<file path="config.mk">
export PLATFORM = sky130hd
export DESIGN_NAME = cd_rx_byte
export DESIGN_NICKNAME = d
export VERILOG_FILES = /design/src/rtl/cd_rx_byte.sv
export SDC_FILE = /design/constraint.sdc
export NUM_CORES = 1
export LEC_CHECK = 0
export ABC_AREA = 1
export ABC_CLOCK_PERIOD_IN_PS = 3400
export CAP_MARGIN = 10
export CORE_MARGIN = 5
export CORE_UTILIZATION = 59
export DETAILED_ROUTE_END_ITERATION = 6
export HOLD_SLACK_MARGIN = 0.05
export PLACE_DENSITY_LB_ADDON = 0.08
export REMOVE_ABC_BUFFERS = 1
export SETUP_SLACK_MARGIN = 0.05
export SLEW_MARGIN = 20
export SYNTH_ARGS = -nofsm -noshare
export SYNTH_HDL_FRONTEND = slang
export SYNTH_SLANG_ARGS = --single-unit
export TNS_END_PERCENT = 30
</file>
<file path="constraint.sdc">
create_clock -name clk -period 3.4 [get_ports clk]
set_clock_uncertainty 0.1 [all_clocks]
set_input_delay 0.51 -clock clk [delete_from_list [all_inputs] [get_ports clk]]
set_output_delay 0.51 -clock clk [all_outputs]
set_load 0.05 [all_outputs]
</file>
<file path="src/rtl/cd_rx_byte.sv">
// Purpose : async serial byte receiver (8N1, LSB first) with two selectable bit divisors.
// Latency : rx to rx_s is SYNC_STAGES clk (+2 with CD_RX_GLITCH_FILTER_EN); rx_valid/rx_err one clk after the mid stop-bit sample.
// Backpres: none; every frame is reported as a single one-clk pulse and data is overwritten on the next stop sample.
//
// Ports:
//   clk, reset        sole clock; synchronous active-high reset
//   rx                asynchronous serial line, idle high
//   div_ls / div_hs   bit period = div+1 clk; sel=1 picks div_hs; latched at frame start
//   data              last received byte (held until the next stop sample)
//   rx_valid / rx_err one-clk pulses: good stop bit / stop bit low
//   busy              high while a frame is in progress
// Optional: define CD_RX_GLITCH_FILTER_EN for a 3-tap majority filter after the synchronizer.
module cd_rx_byte #(
    parameter int SYNC_STAGES = 2
) (
    input  logic        clk,
    input  logic        reset,
    input  logic        rx,
    input  logic [15:0] div_ls,
    input  logic [15:0] div_hs,
    input  logic        sel,
    output logic [7:0]  data,
    output logic        rx_valid,
    output logic        rx_err,
    output logic        busy
);

    typedef enum logic [1:0] {
        IDLE  = 2'd0,
        START = 2'd1,
        DATA  = 2'd2,
        STOP  = 2'd3
    } state_t;

    state_t                 state;
    state_t                 state_nxt;
    logic [SYNC_STAGES-1:0] sync_q;
    logic                   rx_s;
    logic                   rx_prev;
    logic                   fall;
    logic [15:0]            cnt;
    logic [15:0]            div_lat;
    logic [15:0]            div_sel;
    logic [2:0]             bit_idx;
    logic [7:0]             shift_q;
    logic                   samp;
    logic                   start_go;
    logic                   samp_start;
    logic                   samp_data;
    logic                   samp_stop;

    // Synchronizer presets to idle-high so reset never looks like a start bit.
    always_ff @(posedge clk) begin
        if (reset) begin
            sync_q <= '1;
        end else begin
            sync_q <= {sync_q[SYNC_STAGES-2:0], rx};
        end
    end

`ifdef CD_RX_GLITCH_FILTER_EN
    // Three-tap history of the synchronizer output; the majority needs two
    // taps to agree, so a lone one-clk glitch never reaches rx_s.
    logic [2:0] flt_q;

    always_ff @(posedge clk) begin
        if (reset) begin
            flt_q <= '1;
        end else begin
            flt_q <= {flt_q[1:0], sync_q[SYNC_STAGES-1]};
        end
    end

    assign rx_s = (flt_q[0] & flt_q[1]) | (flt_q[0] & flt_q[2]) | (flt_q[1] & flt_q[2]);
`else
    assign rx_s = sync_q[SYNC_STAGES-1];
`endif

    // Edge history also presets high: only a genuine 1->0 transition starts a frame.
    always_ff @(posedge clk) begin
        if (reset) begin
            rx_prev <= 1'b1;
        end else begin
            rx_prev <= rx_s;
        end
    end

    assign fall    = rx_prev & ~rx_s;
    assign div_sel = sel ? div_hs : div_ls;
    // Half-bit sample point; cnt restarts at every bit boundary.
    assign samp    = (state != IDLE) && (cnt == {1'b0, div_lat[15:1]});

    // State register
    always_ff @(posedge clk) begin
        if (reset) begin
            state <= IDLE;
        end else begin
            state <= state_nxt;
        end
    end

    // Next-state logic
    always_comb begin
        state_nxt = state;
        case (state)
            IDLE: begin
                if (fall) begin
                    state_nxt = START;
                end
            end
            START: begin
                if (samp) begin
                    // A start bit that is high again at mid-bit was noise.
                    state_nxt = rx_s ? IDLE : DATA;
                end
            end
            DATA: begin
                if (samp && (bit_idx == 3'd7)) begin
                    state_nxt = STOP;
                end
            end
            STOP: begin
                // Leave mid stop bit so the next start edge is never missed.
                if (samp) begin
                    state_nxt = IDLE;
                end
            end
            default: state_nxt = IDLE;
        endcase
    end

    // Output/strobe decode
    always_comb begin
        start_go   = (state == IDLE) && fall;
        samp_start = (state == START) && samp;
        samp_data  = (state == DATA) && samp;
        samp_stop  = (state == STOP) && samp;
    end

    // Datapath and registered outputs
    always_ff @(posedge clk) begin
        if (reset) begin
            cnt      <= '0;
            div_lat  <= 16'd2;
            bit_idx  <= '0;
            shift_q  <= '0;
            data     <= '0;
            rx_valid <= 1'b0;
            rx_err   <= 1'b0;
            busy     <= 1'b0;
        end else begin
            rx_valid <= samp_stop & rx_s;
            rx_err   <= samp_stop & ~rx_s;
            busy     <= (state_nxt != IDLE);

            if (state == IDLE || cnt >= div_lat) begin
                cnt <= '0;
            end else begin
                cnt <= cnt + 16'd1;
            end

            // Divisor is frozen for the whole frame; 0 and 1 are too short
            // to place a half-bit sample, so they are raised to 2.
            if (start_go) begin
                div_lat <= (div_sel < 16'd2) ? 16'd2 : div_sel;
                bit_idx <= '0;
            end

            // Line order is LSB first, so each new bit enters at the MSB.
            if (samp_data) begin
                shift_q <= {rx_s, shift_q[7:1]};
                bit_idx <= bit_idx + 3'd1;
            end

            if (samp_stop) begin
                data <= shift_q;
            end
        end
    end

    // samp_start only steers the FSM; kept for readability of the strobe set.
    logic unused_ok;
    assign unused_ok = samp_start;

endmodule

</file>
Word level (Yosys, flattened, before mapping)
Index checks and enable logic that the tools add are counted.
{"block": "word_totals", "regBits": 59, "in_bits": 36, "out_inout_bits": 11, "elab_cells": 45}
{"block": "classes", "add_sub_neg": 2, "order_cmp": 2, "n_eq_ne": 5, "mux": 10, "bitwise_logic": 4, "n_reduce_logical": 11}
{"cell": "$mux 16", "count": 2}
{"cell": "$add 16x1->16 const B", "count": 1}
{"cell": "$eq 16x15->1", "count": 1}
{"cell": "$ge 16x16->1", "count": 1}
{"cell": "$lt 16x2->1 const B", "count": 1}
{"cell": "$mux 2", "count": 5}
{"cell": "$pmux 2 s4", "count": 1}
{"cell": "$mux 3", "count": 2}
{"cell": "$reduce_bool 2->1", "count": 3}
{"cell": "$logic_and 1x1->1", "count": 5}
{"cell": "$eq 2x2->1 const B", "count": 2}
{"cell": "$add 3x1->3 const B", "count": 1}
{"cell": "$and 1x1->1", "count": 3}
{"cell": "$eq 3x3->1 const B", "count": 1}
{"cell": "$eq 2x1->1 const B", "count": 1}
{"cell": "$logic_not 2->1", "count": 1}
{"cell": "$reduce_or 2->1", "count": 1}
{"cell": "$logic_or 1x1->1", "count": 1}
{"cell": "$not 1->1", "count": 1}

Depth between registers and ports, before layout
{"block": "logic_depth", "word_depth": 6, "ltp_mapped": 12, "depth_no_buf": 12}

Least setup slack after synthesis
Ideal clock, no wire load.
{"block": "synth_path", "path_type": "reg-to-reg", "from": "reg div_lat[15]", "to": "reg cnt[13]", "setup_ns": 0.136, "arrival_ns": 1.569, "required_ns": 3.164, "path_slack_ns": 1.595, "stages_incl_launch_ff": 9, "path_buffers": 1, "synth_period_minus_slack_ns": 1.805, "cell_sequence": "dfxtp_1 inv_1 ha_1 nand2_1 nor3_1 nand3_1 nand4_1 clkbuf_1 nor3_1"}
{"block": "synth_between", "elab_chain_len": 3}
{"item": "from (decl)", "line": "42", "text": "logic [15:0] div_lat;"}
{"item": "from (signal assigned)", "line": "165", "text": "div_lat <= (div_sel < 16'd2) ? 16'd2 : div_sel;"}
{"item": "$ge 16x16->1", "line": "156", "text": "if (state == IDLE || cnt >= div_lat) begin"}
{"item": "$logic_or 1x1->1", "line": "156"}
{"item": "$reduce_or 2->1 (no line)"}
{"item": "to (signal assigned)", "line": "159", "text": "cnt <= cnt + 16'd1;"}
{"item": "to (decl)", "line": "41", "text": "logic [15:0] cnt;"}
Every way passes these cells.
A chain may end at the register's enable or synchronous reset.

Worst setup path after layout
{"block": "layout_path", "from": "reg cnt[3]", "to": "reg cnt[11]"}
{"block": "layout_between", "elab_chain_len": 3, "elab_cells_between_ends": 4, "cone_classes": "1 x add/sub; 1 x order compare; 2 x reduce/logical"}
{"item": "$ge 16x16->1", "line": "156"}
{"item": "$logic_or 1x1->1", "line": "156"}
{"item": "$reduce_or 2->1 (no line)"}
Parallel ways exist; a longest one is shown, timed or not.

==> impl_metrics.json <==
{
  "drtAntennaViolNets": 0,
  "syn2layout_area_growth_pct": 21.0,
  "synth-edff-count": 0,
  "seq_power_share": 0.465,
  "gp_congestion": 0.948,
  "status": "finished clean",
  "critPathRequiredTime_ns": 3.52,
  "fin_util": 0.728,
  "die_w_um": 84.7,
  "drv_slew": 0,
  "max_freq_ghz": 0.427,
  "start_util": 0.602,
  "min_to": "sync_q[1]",
  "cts_buffers": 9,
  "power.density_mw_per_mm2": 385,
  "ys_types": 35,
  "fin_crit_sh": 0.688,
  "path_clk_slew_ns": 0.07,
  "dr.pass1.iters": 4,
  "max-slew-margin-rel": 0.509,
  "first_global_vias": 2890,
  "fill_cells": 470,
  "leakagePower_uw": 0.00174,
  "p_sw_uw": 377,
  "yosys_most_used_dff": "dfxtp_1",
  "ir_drop_mv": 0.257,
  "postSynthAreaPerCell_um2": 6.86,
  "r2r_start": "cnt[3]",
  "hold_class": "reg -> reg",
  "reg2reg_to": "cnt[11]",
  "cpMaxStageDelayCell": "nand4_1",
  "post-cts-setup-buffers": 0,
  "rows": 27,
  "antenna_cells": 0,
  "die_h_um": 84.7,
  "clkSinkCount": 59,
  "power_frac_clock": 0.425,
  "wl_per_cell_um": 12.1,
  "async_reset_ff_frac": 0,
  "worst-path-buf-inv": 0,
  "synth-warning-count": 0,
  "ctsHoldBuffers": 0,
  "nets": 579,
  "cp_max_fo": 16,
  "grt_setup_unrepaired": "no",
  "dieArea_mm2": 0.00718,
  "vias_per_cell": 5.00,
  "p_sw_frac": 0.246,
  "io_buffers": 46,
  "crit_chain": "ha_1 -> nand2_1 -> o21bai_1 -> nand2_1 -> nand2_1 -> nand2_1 -> nand2_1 -> nand4_1 -> nor3_1",
  "syn_area_mm2": 0.00329,
  "critical_path.max_stage_delay_ns": 0.56,
  "r2r_cells": 9,
  "grt_max_degree": 31,
  "drive_above_1_share": 0.0945,
  "hold_viol": 0,
  "track_usage": 0.218,
  "cpLargestDelayFamily": "simple AND/OR/NAND/NOR gates",
  "tns_ns": 0,
  "holdWs_ns": 0.317,
  "synthCells": 480,
  "cp.arrival_ns": 2.46,
  "pin_count": 47,
  "path_class": "reg -> reg",
  "ys_seq_area_frac": 0.359,
  "cts_tree": "built",
  "grt_antenna_before_repair": 0,
  "min_period_ns": 2.34,
  "grt_remaining_overflow": 0,
  "route.detailed.drc": 0,
  "ys_ff_latch": 59,
  "cts_buffer_depth": 2,
  "cts_resized": 0,
  "min_from": "sync_q[0]",
  "crit_path_frequent_cell": "nand2_1",
  "drt_iter0_drc": 177,
  "clkLatencyLatePin_ns": 0.33,
  "p_int_uw": 1160,
  "cts-root-buf": "clkbuf_8",
  "wl_um": 7260,
  "grt_pass1_wl_um": 12800,
  "h-tree-depth": 3,
  "comb_power_share": 0.109,
  "start_kind": "flip-flop",
  "dp_hpwl_um": 5270,
  "vias": 3002,
  "end_kind": "flip-flop",
  "coreArea_mm2": 0.00547,
  "setup_viol": 0,
  "drv_cap": 0,
  "reg2reg_setup_slack_ns": 1.06,
  "worst_pin_slew_ns": 0.734,
  "hold_depth": 1
}
power by group through the flow:
stage / clock, uW / combinational, uW / sequential [uW]
6_report: 653 / 168 / 714
5_1_grt: 694 / 190 / 716
4_1_cts: 660 / 169 / 714
3_5_place_dp: 0 / 167 / 729
3_3_place_gp: 0 / 166 / 729
2_1_floorplan: 0 / 91.8 / 729
per-stage QoR:
step	worst slack, ns	cell area (um2)	power, uW	std cells
after floorplan	1.63	3220	820	465
final	1.06	3990	1530	601
after global routing	0.735	3990	1600	601
after detailed placement	0.748	3780	896	585
after global placement	0.860	3780	894	585
after CTS	1.05	3990	1540	601
cells in the mapped netlist, types with 2 or more instances:
cell	instances	area share
a21oi_1	22	0.033
a21oi_2	2	0.0053
nor3_1	23	0.035
o21ai_1	8	0.012
nand3_1	14	0.021
buf_2	6	0.0091
buf_6	2	0.0068
or2_2	4	0.0076
xnor2_1	2	0.0053
ha_1	19	0.072
nand2_1	133	0.15
dfxtp_1	59	0.36
a211oi_1	2	0.0046
nor2_1	57	0.065
inv_2	7	0.0080
nand2_2	6	0.011
and2_1	4	0.0076
xor2_1	12	0.032
nor2_2	7	0.013
and2_0	4	0.0076
clkbuf_1	6	0.0068
nand4_1	6	0.011
nor2_4	3	0.010
o21ai_0	16	0.024
inv_1	46	0.052
layout by cell type (no fill, tap or decap), drive strengths merged:
cell type / instances
a21boi: 1
dfxtp: 59
xor2: 12
ha: 19
nand3: 15
nor3: 24
a211oi: 2
xnor2: 2
o21a: 1
o21bai: 1
clkbuf: 12
clkinv: 4
bufinv: 1
o21ai: 24
a21oi: 24
buf: 2
and2: 8
nand3b: 1
or2: 4
nor2: 67
nand2: 140
inv: 53
clkdlybuf4s50: 46
nand4: 7
state kept, by name (all words and copies together), names as in the netlist:
name      flops
shift_q       8
state         2
busy          1
rx_valid      1
rx_prev       1
data          8
sync_q        2
bit_idx       3
cnt          16
div_lat      16
rx_err        1
worst max-delay path by stage:
| stage | start | to | slack [ns] | cells after the start |
|---|---|---|---|---|
| 6_report | cnt[3] | cnt[11] | 1.06 | 9 |
| 5_1_grt | div_lat[3] | cnt[11] | 0.73 | 10 |
| 4_1_cts | div_lat[3] | cnt[11] | 1.05 | 10 |
| 3_5_place_dp | sel | div_lat[1] | 0.75 | 9 |
| 3_3_place_gp | sel | div_lat[1] | 0.86 | 10 |
| 2_1_floorplan | cnt[7] | cnt[0] | 1.63 | 9 |
layout make-up:
type / instances / area (um2) / share of cell area
Clock buffer: 12 / 155 / 0.0389
Multi-Input combinational cell: 352 / 1830 / 0.460
Sequential cell: 59 / 1180 / 0.296
Timing Repair Buffer: 48 / 475 / 0.119
Clock inverter: 4 / 48.8 / 0.0122
Tap cell: 72 / 90.1 / 0.0226
Inverter: 54 / 203 / 0.0509
metal layers:
metal,vias up,part of all wire,GRT usage
met4,0,0.013,0.0748
met3,9,0.057,0.0412
li1,1606,-,-
met5,-,0,0
met1,1309,0.48,0.296
met2,78,0.44,0.347
cells by family after synthesis:
family / synth area share
buffers and inverters: 0.0855
adders and majority gates: 0.0722
xor gates and xnor gates: 0.0372
DFF: 0.359
and+or+nand+nor: 0.360
AOI/OAI and AO/OA: 0.0866
Power figures use the tool's default switching activity.
